--- config.mk ---
export PLATFORM = sky130hd
export DESIGN_NAME = ifetch_queue
export DESIGN_NICKNAME = d
export VERILOG_FILES = /design/src/rtl/ifetch_queue.sv
export SDC_FILE = /design/constraint.sdc
export NUM_CORES = 1
export LEC_CHECK = 0
export CORE_MARGIN = 2
export CORE_UTILIZATION = 56
export DETAILED_ROUTE_END_ITERATION = 8
export GPL_TIMING_DRIVEN = 0
export PLACE_DENSITY = 0.8
export SYNTH_ARGS = -nofsm -noshare
export SYNTH_HDL_FRONTEND = slang
export SYNTH_SLANG_ARGS = --single-unit
export TNS_END_PERCENT = 20
--- constraint.sdc ---
create_clock -name clk -period 5.5 [get_ports clk]
set_input_delay 1.1 -clock clk [delete_from_list [all_inputs] [get_ports clk]]
set_output_delay 1.1 -clock clk [all_outputs]
set_load 0.1 [all_outputs]
--- src/rtl/ifetch_queue.sv ---
// rtl/ifetch_queue.sv - instruction fetch front end with a PC-tagged response FIFO
module ifetch_queue #(
    parameter int          DEPTH    = 4,
    parameter logic [63:0] RESET_PC = 64'h0000_0000_8000_0000
) (
    input  logic        clk,
    input  logic        rst_n,
    input  logic        redirect_valid,
    input  logic [63:0] redirect_pc,
    output logic        fetch_req_valid,
    input  logic        fetch_req_ready,
    output logic [63:0] fetch_req_addr,
    input  logic        fetch_resp_valid,
    input  logic [31:0] fetch_resp_data,
    input  logic        fetch_resp_err,
    output logic        out_valid,
    input  logic        out_ready,
    output logic [31:0] out_instr,
    output logic [63:0] out_pc,
    output logic [1:0]  out_fault
);
    localparam int          AW      = $clog2(DEPTH);
    localparam logic [AW:0] DEPTH_C = (AW+1)'(DEPTH);

    typedef enum logic {RUN, HALT} state_t;

    state_t        state_q, state_d;
    logic [63:0]   fetch_pc_q, fetch_pc_d;
    logic [AW:0]   count_q, count_d;
    logic [AW:0]   outstanding_q, outstanding_d;
    logic [AW:0]   discard_q, discard_d;
    logic [AW-1:0] wr_ptr_q, rd_ptr_q;

    logic [31:0]   instr_mem [DEPTH];
    logic [63:0]   pc_mem    [DEPTH];
    logic [1:0]    fault_mem [DEPTH];

    logic [AW+1:0] credit_used;
    logic          aligned, head_valid, req_fire, resp_keep, mis_push, push, pop;
    logic [63:0]   resp_pc;
    logic [31:0]   push_instr;
    logic [63:0]   push_pc;
    logic [1:0]    push_fault;

    always_comb begin
        aligned     = fetch_pc_q[1:0] == 2'b00;
        credit_used = {1'b0, count_q} + {1'b0, outstanding_q};
        head_valid  = count_q != '0;

        // Gated by rst_n so the request port is quiet while reset is held.
        fetch_req_valid = rst_n && (state_q == RUN) && aligned &&
                          (credit_used < (AW+2)'(DEPTH)) && !redirect_valid;
        fetch_req_addr  = rst_n ? fetch_pc_q : '0;
        req_fire        = fetch_req_valid && fetch_req_ready;

        resp_keep = fetch_resp_valid && (discard_q == '0);
        mis_push  = (state_q == RUN) && !aligned && (outstanding_q == '0) && (count_q != DEPTH_C);
        push      = !redirect_valid && (resp_keep || mis_push);

        out_valid = head_valid && !redirect_valid;
        pop       = out_valid && out_ready;
        out_instr = head_valid ? instr_mem[rd_ptr_q] : '0;
        out_pc    = head_valid ? pc_mem[rd_ptr_q]    : '0;
        out_fault = head_valid ? fault_mem[rd_ptr_q] : '0;

        // Responses are in order, so the oldest live request sits outstanding words behind fetch_pc.
        resp_pc = fetch_pc_q - 64'({outstanding_q, 2'b00});
        if (resp_keep) begin
            push_instr = fetch_resp_err ? 32'd0 : fetch_resp_data;
            push_pc    = resp_pc;
            push_fault = fetch_resp_err ? 2'd2 : 2'd0;
        end else begin
            push_instr = 32'd0;
            push_pc    = fetch_pc_q;
            push_fault = 2'd1;
        end

        outstanding_d = outstanding_q + (AW+1)'(req_fire) - (AW+1)'(fetch_resp_valid);
        state_d       = state_q;
        discard_d     = discard_q;
        fetch_pc_d    = req_fire ? fetch_pc_q + 64'd4 : fetch_pc_q;
        count_d       = count_q + (AW+1)'(push) - (AW+1)'(pop);

        if (redirect_valid) begin
            // Everything still in flight after this cycle is stale.
            state_d    = RUN;
            discard_d  = outstanding_d;
            fetch_pc_d = redirect_pc;
            count_d    = '0;
        end else if (resp_keep && fetch_resp_err) begin
            state_d   = HALT;
            discard_d = outstanding_d;
        end else if (mis_push) begin
            state_d = HALT;
        end else if (fetch_resp_valid && !resp_keep) begin
            discard_d = discard_q - (AW+1)'(1);
        end
    end

    always_ff @(posedge clk or negedge rst_n) begin
        if (!rst_n) begin
            state_q       <= RUN;
            fetch_pc_q    <= RESET_PC;
            count_q       <= '0;
            outstanding_q <= '0;
            discard_q     <= '0;
            wr_ptr_q      <= '0;
            rd_ptr_q      <= '0;
        end else begin
            assert (!(push && !pop && count_q == DEPTH_C));
            state_q       <= state_d;
            fetch_pc_q    <= fetch_pc_d;
            count_q       <= count_d;
            outstanding_q <= outstanding_d;
            discard_q     <= discard_d;
            if (redirect_valid) begin
                wr_ptr_q <= '0;
                rd_ptr_q <= '0;
            end else begin
                if (push) wr_ptr_q <= wr_ptr_q + AW'(1);
                if (pop)  rd_ptr_q <= rd_ptr_q + AW'(1);
            end
        end
    end

    always_ff @(posedge clk) begin
        if (push) begin
            instr_mem[wr_ptr_q] <= push_instr;
            pc_mem[wr_ptr_q]    <= push_pc;
            fault_mem[wr_ptr_q] <= push_fault;
        end
    end
endmodule

### Word level (Yosys, flattened, before mapping)

Memories as Yosys holds them, arrays and structs flattened.
Index checks and enable logic that the tools add are counted.

* equal/unequal tests: 2
* order comparisons: 1
* multiplexer cells: 25
* shift-type cells: 0
* add/sub/neg operators: 10
* reductions and logical operators: 28
* divide/modulo/power cells: 0
* bitwise operators: 1
* $mul: 0

Operators by type and width (number)
* 2-to-1 mux 64 bit: 5
* 2-to-1 mux 32 bit: 3
* adder 64 x 3 -> 64 bit, second input constant: 1
* subtractor 64 x 5 -> 64 bit: 1
* 2-to-1 mux 3 bit: 5
* logical AND 1 bit: 14
* 2-to-1 mux 2 bit: 7
* nonzero test 3 bit: 3
* adder 3 x 1 -> 3 bit: 2
* zero test 3 bit: 2
* nonzero test 2 bit: 3
* subtractor 3 x 1 -> 3 bit: 2
* 2-to-1 mux 1 bit: 5
* adder 2 x 1 -> 2 bit, second input constant: 2
* adder 3 x 3 -> 4 bit: 1
* less-than comparator 4 x 3 -> 1 bit, second input constant: 1
* zero test 1 bit: 3
* != test 3 x 2 -> 1 bit, second input constant: 1
* != test 3 bit, second input constant: 1
* subtractor 3 x 1 -> 3 bit, second input constant: 1
* zero test 2 bit: 1
* AND reduction 2 bit: 1
* logical OR 1 bit: 1
* inverter 1 bit: 1

* bits of input ports: 103
* memories kept: 3
* output and inout bits: 164
* register bits: 78
* bits in latches: 0
* ROM bits: 0
* logic and storage cells: 77
* memory bits (writable): 392

Memory list
* pc_mem: depth 4, bits a word 64, rd ports 1, clocked after Yosys merged registers in 0, write ports 1, line 35 `logic [63:0] pc_mem [DEPTH];`
* instr_mem: depth 4, bits a word 32, rd ports 1, clocked after Yosys merged registers in 0, write ports 1, line 34 `logic [31:0] instr_mem [DEPTH];`
* fault_mem: depth 4, bits a word 2, rd ports 1, clocked after Yosys merged registers in 0, write ports 1, line 36 `logic [1:0] fault_mem [DEPTH];`

### Longest topological paths before layout

* word-level depth: 10
* gate-level depth with buffers: 14
* mapped depth without buffers: 13

### Worst setup path before layout

No wires, ideal clock.

* path kind: input-to-reg
* from: input port fetch_resp_valid
* to: memory fault_mem[0][0] (enable)
* path slack: 0.928 ns
* path buffers: 1
* data required time: 5.032 ns
* data arrival time: 4.104 ns
* setup time: 0.468 ns
* stages: 5
* cell sequence: nand3b_1 > clkbuf_1 > and2_1 > nor2_1 > and2_1

* word-level cells in the longest chain between the ends: 5

Ends and longest elaborated chain
* start: declaration: line 13 `input logic fetch_resp_valid,`
* logical AND 1 bit: line 56 `resp_keep = fetch_resp_valid && (discard_q == '0);`
* logical OR 1 bit: line 58 `push = !redirect_valid && (resp_keep || mis_push);`
* logical AND 1 bit: line 58
* 2-to-1 mux 1 bit: line 127 `if (push) begin`
* 2-to-1 mux 1 bit (not written as such): line 130 `fault_mem[wr_ptr_q] <= push_fault;`
* end: declaration: line 36

No other way between the ends.

### Final worst setup path

* from: input port rst_n
* to: output port fetch_req_addr[21]

* word-level cells in the longest chain between the ends: 1

Ends and longest elaborated chain
* start: declaration: line 7 `input logic rst_n,`
* 2-to-1 mux 64 bit: line 53 `fetch_req_addr = rst_n ? fetch_pc_q : '0;`
* end: declaration: line 12 `output logic [63:0] fetch_req_addr,`

No other way between the ends.

==> results.ini <==
[status]
status=finished, violations left
violations=negative setup slack

[yosys]
syn_inst=1512
yosysWarnings=0
ys_top_cells_by_area=edfxtp_1 54%, mux4_2 10%, dfrtp_1 8.9%
yosys.area.top_type=edfxtp_1
synth_top_area_frac=0.5426
async_flop_share=0.1660
synth.net_count=1634
synth_edf_count=392
seq_area_frac_synth=0.6326
avgSynthCellArea_um2=14.35
synth.cell_area_um2=21700
ys.flop_type=edfxtp_1
synth-seq-cells=470
synth_cell_types=65

[timing]
fin_skew_ps=20.62
tns_ps=-12.69
hold_viol=0
min_period_ps=5507
worstMarginPinSlew_ps=1406
rsz0062_at_grt=yes
setup-violations-final=2
post-route-period-util=1.001
fin_ws_ps=-6.883
fmaxAchievable_ghz=0.1816
max-slew-margin-rel=0.05379
drv_slew=0

[routing]
vias=14614
ant_nets=0
wirelength_um=58420
via_per_inst=6.117
dr.pass1.iters=5
detail_route.wl_per_cell_um=24.46
drtIter0Drc=1448
drcViolationCount=0

[placed_design]
place_congestion=0.9348
dp_slack_ps=16.70
portBuffers=266
dp_cells=2301
hpwl_um=40200
place_area_um2=25150

[worst_setup_path]
crit_path_max_incr_delay_ps=1160
path_depth=6
cp_num_buf_inv=5
cp_top_family=buffers and inverters
crit_chain=buf_4, buf_16, clkbuf_1, clkbuf_1, and2_1, clkdlybuf4s50_1
crit_fanout=54
cp.arrival_ps=4410
critPathKind=primary input to output port
critical_path_required_ps=4400
start_kind=primary input
end_kind=output port
cpMostUsedCell=clkbuf_1
reg2regPathDepth=7
cp_slowest_cell=clkdlybuf4s50_1

[clock_network]
cts_buffer_depth=3
htreeDepth=2
cts_inserted_buffers=48
cts_root_buffer=clkbuf_16
clkTransAtPathRegs_ps=60
cts_sinks=470
post-cts-setup-buffers=0
cts_tree=done
insertion_delay_ps=580

[layout]
multiInputGateArea_um2=7362
num-nets-final=1955
fillCellCount=2594
area_growth_pct=23.33
drive_gt1_frac=0.1247
final_area_um2=26760
fin_cells=2389
ff_latch_area_um2=13720

[floorplan]
io_pins=267
die_x_um=200.8
initial_core_util=0.5640
fp-row-count=72
dieArea_um2=40330
fp.dieH_um=200.8
core_area_um2=38470

[grt]
grt_first_pass_wirelength_um=88820
grt_pass1_vias=14540
antenna_found_initial=4
track_usage=0.2926
grt.overflow.total=0
grt_max_degree=55

[pwr]
p_total_mw=13.27
power.internal_mw=7.624
p_sw_frac=0.4256
p_sw_mw=5.650
ir_drop_mv=0.5412
pwr-share-clk=0.249
p_seq_frac=0.321
power_density_nw_per_um2=496.1
combinationalPowerShare=0.430
p_leak_nw=9.154

[run]
drv_cap=0

[min_path]
min_path_type=primary input to asynchronous set/reset pin

==> worst paths after layout <==
path	start	slack (ps)	to
worst min-delay path	rst_n	450	fetch_pc_q[40]
worst max register to register	fetch_pc_q[8]	1430	pc_mem[0][45]
worst min register to register	discard_q[1]	560	discard_q[1]
max in group asynchronous	rst_n	4390	fetch_pc_q[31]
min in group clk	discard_q[1]	560	discard_q[1]
worst max-delay path	rst_n	-7	fetch_req_addr[21]
==> registers in the layout (all words and copies together), names as in the netlist <==
register and count:
instr_mem 128, rd_ptr_q 2, pc_mem 256, outstanding_q 3, wr_ptr_q 2, fetch_pc_q 64
fault_mem 8, count_q 3, discard_q 3, state_q 1
==> metal layers <==
layer | GRT usage | wire (µm) | share of wire | up-vias
met3 | 0.05049 | 5359 | 0.092 | 123
met5 | 0 | 42 | 0.00072 | -
met1 | 0.4220 | 23710 | 0.41 | 7320
li1 | - | - | - | 6385
met2 | 0.4572 | 27450 | 0.47 | 780
met4 | 0.1011 | 1860 | 0.032 | 6
==> repair_timing <==
item	CTS	global route
gates resized for setup	10	12
hold buffers	0	0
setup endpoints to repair	10	50
==> final cells by class <==
cell class,count,area share
repair buffers,271,0.1052
well taps,518,0.02422
flip-flops and latches,470,0.5129
clock buffers,55,0.04667
inverters,24,0.003367
diodes,2,0.0001870
plain buffers,114,0.01978
clock inverters,31,0.01253
multi-input cells,904,0.2751
==> synth_stat cells, types with 5 or more instances <==
| cell type | n |
|---|---|
| edfxtp_1 | 392 |
| and2_1 | 204 |
| mux4_2 | 98 |
| nand2_1 | 93 |
| clkbuf_1 | 87 |
| dfrtp_1 | 77 |
| nor2_1 | 62 |
| o21ai_0 | 50 |
| nand3_1 | 46 |
| xor2_1 | 41 |
| xnor2_1 | 33 |
| nand4_1 | 32 |
| nor3_1 | 25 |
| inv_1 | 23 |
| o311ai_0 | 22 |
| and3_1 | 16 |
| ha_1 | 16 |
| o211ai_1 | 16 |
| or3_1 | 16 |
| a31oi_1 | 15 |
| and4_1 | 14 |
| buf_1 | 14 |
| nor4_1 | 14 |
| a21oi_1 | 12 |
| clkbuf_8 | 9 |
| a31o_2 | 7 |
| or4_1 | 6 |
| or4_4 | 5 |
==> metrics by stage <==
step	hold WS (ps)	util
after floorplan	516.2	-
after global placement	539.0	0.6501
after detailed placement	540.6	0.6539
after CTS	446.9	0.6947
after global routing	469.8	0.6956
final	452.1	0.6956
==> layout by cell type, fill, tap and decap left out, drive strengths merged, types with 17 or more instances in the layout <==
| cell | Yosys | final |
|---|---|---|
| nand2 | 93 | 93 |
| nor3 | 26 | 26 |
| xor2 | 41 | 41 |
| nand3 | 47 | 47 |
| and3 | 17 | 17 |
| nor2 | 62 | 62 |
| o21ai | 50 | 50 |
| nand4 | 32 | 32 |
| nor4 | 17 | 17 |
| inv | 23 | 27 |
| buf | 18 | 24 |
| clkbuf | 96 | 151 |
| edfxtp | 392 | 392 |
| xnor2 | 34 | 34 |
| dfrtp | 77 | 77 |
| and2 | 206 | 206 |
| o311ai | 22 | 22 |
| or3 | 18 | 18 |
| clkdlybuf4s50 | 0 | 243 |
| mux4 | 98 | 98 |
==> power groups by stage <==
stage          Combinational [mW]  Clock [mW]  Sequential, mW
3_5_place_dp                 5.76           0            4.33
6_report                     5.71        3.30            4.26
2_1_floorplan                4.36           0            4.30
4_1_cts                      5.75        3.34            4.26
3_3_place_gp                 5.71           0            4.34
5_1_grt                      5.96        3.48            4.28
==> kinds of logic (layout without fill, tap and decap cells) <==
family	Yosys count	after routing	synth area share
simple gates	567	567	0.1490
flops	470	470	0.6326
compound gates	141	141	0.04360
buf+inv	138	495	0.02855
mux	102	102	0.1037
xor+xnor	75	75	0.03062
fa+ha+maj	19	19	0.01200
other cells	0	2	0
Note: power is estimated with default switching activity, not from simulation.
